===== config.mk =====
export PLATFORM = sky130hd
export DESIGN_NAME = to_twos_complement_serial
export DESIGN_NICKNAME = d
export VERILOG_FILES = /design/src/rtl/to_twos_complement_serial_pkg.sv /design/src/rtl/to_twos_complement_serial_twos_bit_slice.sv /design/src/rtl/to_twos_complement_serial.sv
export SDC_FILE = /design/constraint.sdc
export NUM_CORES = 1
export LEC_CHECK = 0
export BUFFER_PORTS_ARGS = -buffer_cell sky130_fd_sc_hd__buf_4
export CAP_MARGIN = 40
export CORE_MARGIN = 4
export CORE_UTILIZATION = 38
export DETAILED_ROUTE_END_ITERATION = 10
export GPL_TIMING_DRIVEN = 1
export MAX_ROUTING_LAYER = met4
export PLACE_DENSITY = 0.69
export SYNTH_ARGS = -nofsm -noshare
export SYNTH_HDL_FRONTEND = slang
export SYNTH_HIERARCHICAL = 1
export SYNTH_SLANG_ARGS = --single-unit

===== constraint.sdc =====
create_clock -name clk -period 2.2 [get_ports clk]
set_clock_uncertainty 0.2 [all_clocks]
set_input_delay 0.22 -clock clk [delete_from_list [all_inputs] [get_ports clk]]
set_output_delay 0.22 -clock clk [all_outputs]
set_load 0.03 [all_outputs]

===== src/rtl/to_twos_complement_serial_pkg.sv =====
// Shared calculator-datapath definitions: converter FSM encoding and default magnitude width.
package to_twos_complement_serial_pkg;

    localparam int DEFAULT_BITS = 8;

    typedef enum logic [1:0] {
        IDLE  = 2'd0,
        SHIFT = 2'd1,
        DONE  = 2'd2
    } state_t;

endpackage


===== src/rtl/to_twos_complement_serial_twos_bit_slice.sv =====
// One bit of serial negation: pass bits up to and including the first 1, invert the rest.
module twos_bit_slice (
    input  logic b,
    input  logic sign_q,
    input  logic seen_one,
    output logic o,
    output logic seen_one_next
);

    assign o             = (sign_q && seen_one) ? ~b : b;
    assign seen_one_next = seen_one | b;

endmodule


===== src/rtl/to_twos_complement_serial.sv =====
// Bit-serial sign-magnitude to (bits+1)-bit two's complement converter, LSB first.
// Latency: bits cycles from accept to out_valid; result held stable while out_ready is low.
module to_twos_complement_serial
    import to_twos_complement_serial_pkg::*;
#(
    parameter int bits = DEFAULT_BITS
) (
    input  logic            clk,
    input  logic            rst_n,
    input  logic            in_valid,
    output logic            in_ready,
    input  logic            sign,
    input  logic [bits-1:0] value,
    output logic            out_valid,
    input  logic            out_ready,
    output logic [bits:0]   twos_comp,
    output logic            neg_zero
);

    localparam int              CNT_W    = $clog2(bits);
    localparam logic [CNT_W-1:0] CNT_LAST = CNT_W'(bits - 1);

    state_t            state;
    state_t            state_next;
    logic [CNT_W-1:0]  cnt;
    logic [bits-1:0]   mag_sr;
    logic [bits-1:0]   res_sr;
    logic              sign_q;
    logic              seen_one;
    logic              o;
    logic              seen_one_next;
    logic              accept;
    logic              last_bit;

    assign in_ready  = (state == IDLE);
    assign out_valid = (state == DONE);
    assign accept    = in_valid && in_ready;
    assign last_bit  = (state == SHIFT) && (cnt == CNT_LAST);

    twos_bit_slice u_slice (
        .b             (mag_sr[0]),
        .sign_q        (sign_q),
        .seen_one      (seen_one),
        .o             (o),
        .seen_one_next (seen_one_next)
    );

    always_ff @(posedge clk or negedge rst_n) begin
        if (!rst_n) begin
            state <= IDLE;
        end else begin
            state <= state_next;
        end
    end

    always_comb begin
        state_next = state;
        case (state)
            IDLE:    if (accept)    state_next = SHIFT;
            SHIFT:   if (last_bit)  state_next = DONE;
            DONE:    if (out_ready) state_next = IDLE;
            default:                state_next = IDLE;
        endcase
    end

    always_ff @(posedge clk or negedge rst_n) begin
        if (!rst_n) begin
            cnt       <= '0;
            mag_sr    <= '0;
            res_sr    <= '0;
            sign_q    <= 1'b0;
            seen_one  <= 1'b0;
            twos_comp <= '0;
            neg_zero  <= 1'b0;
        end else if (accept) begin
            mag_sr   <= value;
            sign_q   <= sign;
            seen_one <= 1'b0;
            cnt      <= '0;
            res_sr   <= '0;
        end else if (state == SHIFT) begin
            seen_one <= seen_one_next;
            mag_sr   <= mag_sr >> 1;
            res_sr   <= {o, res_sr[bits-1:1]};
            if (!last_bit) begin
                cnt <= cnt + CNT_W'(1);
            end else begin
                // Capture from the post-shift view so the final bit is included.
                twos_comp <= {sign_q && seen_one_next, o, res_sr[bits-1:1]};
                neg_zero  <= sign_q && !seen_one_next;
            end
        end
    end

endmodule


==> run metrics <==
Slew headroom=59.0%; number of global-route vias before repair=1030; placed instance area=1600 sq um; vias per inst=5.26; Synth Warn #=6; Cell Area, Synth=1380 sq um; Post-Synthesis Cells=112; die area=4660 sq um; Seq/Total Area, Yosys=58.0%; worst vdd ir=0.597 mV; Layout fillers=327; synth top area cells=dfrtp_1 58%, a22o_1 8.9%, mux2_2 8.2%; hold-fix buffers at CTS=5; clock sink count=32; diode count=0; final hold violations=0; Synth Net Count=127; Crit path arrival time=1.87 ns; Fin Setup TNS=0 ns; CP Capture Type=flip-flop; slew at the pin closest to its max-slew limit=0.615 ns; CP Launch Type=flip-flop; final period utilization=84.3%; status=complete, no violations; Final setup viols=0; WL final=2630 um; Reg clk slew, reported paths=0.09 ns; First DRT Iteration DRCs=39; commonest non-fill, non-tap cell in the layout=dfrtp_1; IO Count=25; Min-Delay Path Class=input pin to flip-flop; average cell area after synthesis=12.3 sq um; Hold Slack=0.0429 ns; final HPWL from detailed placement=1780 um; number of port buffers=24; Die Wd=68.3 um; PwrDens=1410 nW/um^2; TritonRoute pass-1 iters=4; CTS root buf=clkbuf_4; H-tree depth=2; CTS resizes=0; post-synthesis cell type count=23; Critical Path Fanout Max=13; RSZ-0062 raised after global routing=false; pin count of the biggest net entering global routing=33; clk_lat worst skew=0.33 ns; finished layout cell area=1700 sq um; first-pass GRT wire length=4600 um; nets=159; final slew viol count=0; Crit Path Category=flip-flop to flip-flop; Remaining Overflow, GRT=0; Sequential Area=801 sq um; Die H=68.3 um; Num CTS Buffers=5; placer congestion estimate=0.747; post-layout util=49.6%; Period minus WS final=1.85 ns; initial antenna violation count=0; FMAX=0.539 GHz; Core Region=3420 sq um; Cell Rows=21; via count=1000; buffer count from post-CTS setup fixing=0; top cell type's share of synthesized area=58.0%; area of the multi-input gates=515 sq um; most frequent cells in the layout=32 x dfrtp_1, 28 x buf_4, 14 x a22o_1; CTS tree=yes; area leader, netlist=dfrtp_1; number of synthesized register bits=32; WL per Instance=13.8 um; clock buffer depth=2; GRT Total Usage=13.9%; area grow syn2layout=22.8%; initial core utilization=40.4%; share of layout cells above drive strength 1=31.3%; number of routed nets with antenna violations=0; Critical Path RT=2.22 ns; Residual DRC=0; Leak=0.819 nW; Max-Cap Viols=0
## cell type report
class | count | share of cell area, %
Clock buffer | 6 | 2.44
Clock inverter | 1 | 0.295
Inverter | 4 | 0.886
Multi-Input combinational cell | 68 | 30.4
Sequential cell | 32 | 47.2
Tap cell | 46 | 3.39
Timing Repair Buffer | 33 | 15.4
## flip-flops by register name (all words and copies together) (netlist names)
signal	cells
twos_comp	9
res_sr	7
seen_one	1
neg_zero	1
cnt	3
sign_q	1
state	2
mag_sr	8
## Yosys cell counts
cell / instances
a211oi_1: 2
a211oi_2: 1
a21oi_1: 1
a22o_1: 14
a2bb2oi_1: 3
buf_2: 3
buf_6: 2
clkbuf_1: 3
dfrtp_1: 32
ha_1: 2
inv_1: 4
mux2_2: 10
nand2_1: 7
nand2b_1: 4
nand3b_1: 2
nor2_1: 5
nor2b_1: 1
nor3_1: 3
nor3b_1: 3
o21ai_0: 4
o22a_1: 3
or2_1: 2
xnor2_1: 1
## metrics by stage
stage / setup slack [ns] / std cells / power [W]
after global routing: 0.289 / 190 / 0.00258
final: 0.346 / 190 / 0.00240
after floorplan: 0.379 / 112 / 0.00179
after global placement: 0.432 / 178 / 0.00206
after detailed placement: 0.381 / 178 / 0.00211
after CTS: 0.348 / 190 / 0.00244
## layer usage
layer	vias up	track usage (%)	share of wire, %	wire [um]
met5	-	-	0	0
met3	9	4.11	4.3	114
met4	0	7.44	2.6	67
met2	20	21.8	50	1310
li1	465	-	-	-
met1	506	15.9	43	1140
## final timing paths
path	cells past startpoint	from	end	slack, ns
worst max-delay path	5	cnt[0]$_DFFE_PN0P_	twos_comp[1]$_DFFE_PN0P_	0.35
worst min-delay path	3	value[2]	mag_sr[2]$_DFFE_PN0P_	0.04
worst max register to register	5	cnt[0]$_DFFE_PN0P_	twos_comp[1]$_DFFE_PN0P_	0.35
worst min register to register	2	neg_zero$_DFFE_PN0P_	neg_zero$_DFFE_PN0P_	0.30
max in group asynchronous	2	rst_n	res_sr[7]$_DFFE_PN0P_	1.35
min in group asynchronous	2	rst_n	cnt[2]$_DFFE_PN0P_	0.17
## cells by family after synthesis
logic type               synth area share, %
flip-flops                              58.0
AO/OA/AOI/OAI                           16.5
AND/OR/NAND/NOR                         10.2
buffers and inverters                   4.62
multiplexers                            8.16
adder cells (fa/ha/maj)                 1.81
XOR/XNOR                               0.635
## power by group
part	leakage, nW	total [W]	internal, W	switching [W]
Sequential	0.398	0.00103	0.000851	0.000177
Clock	0.0281	0.000305	0.000118	0.000188
Combinational	0.392	0.00107	0.000533	0.000532
## worst max-delay path, stage by stage, from the launching register on
cell and delay (ns):
dfrtp_1 0.41, ha_1 0.22, ha_1 0.25, nand3b_1 0.11, buf_4 0.20, mux2_2 0.35
Note: power is estimated with default switching activity, not from simulation.
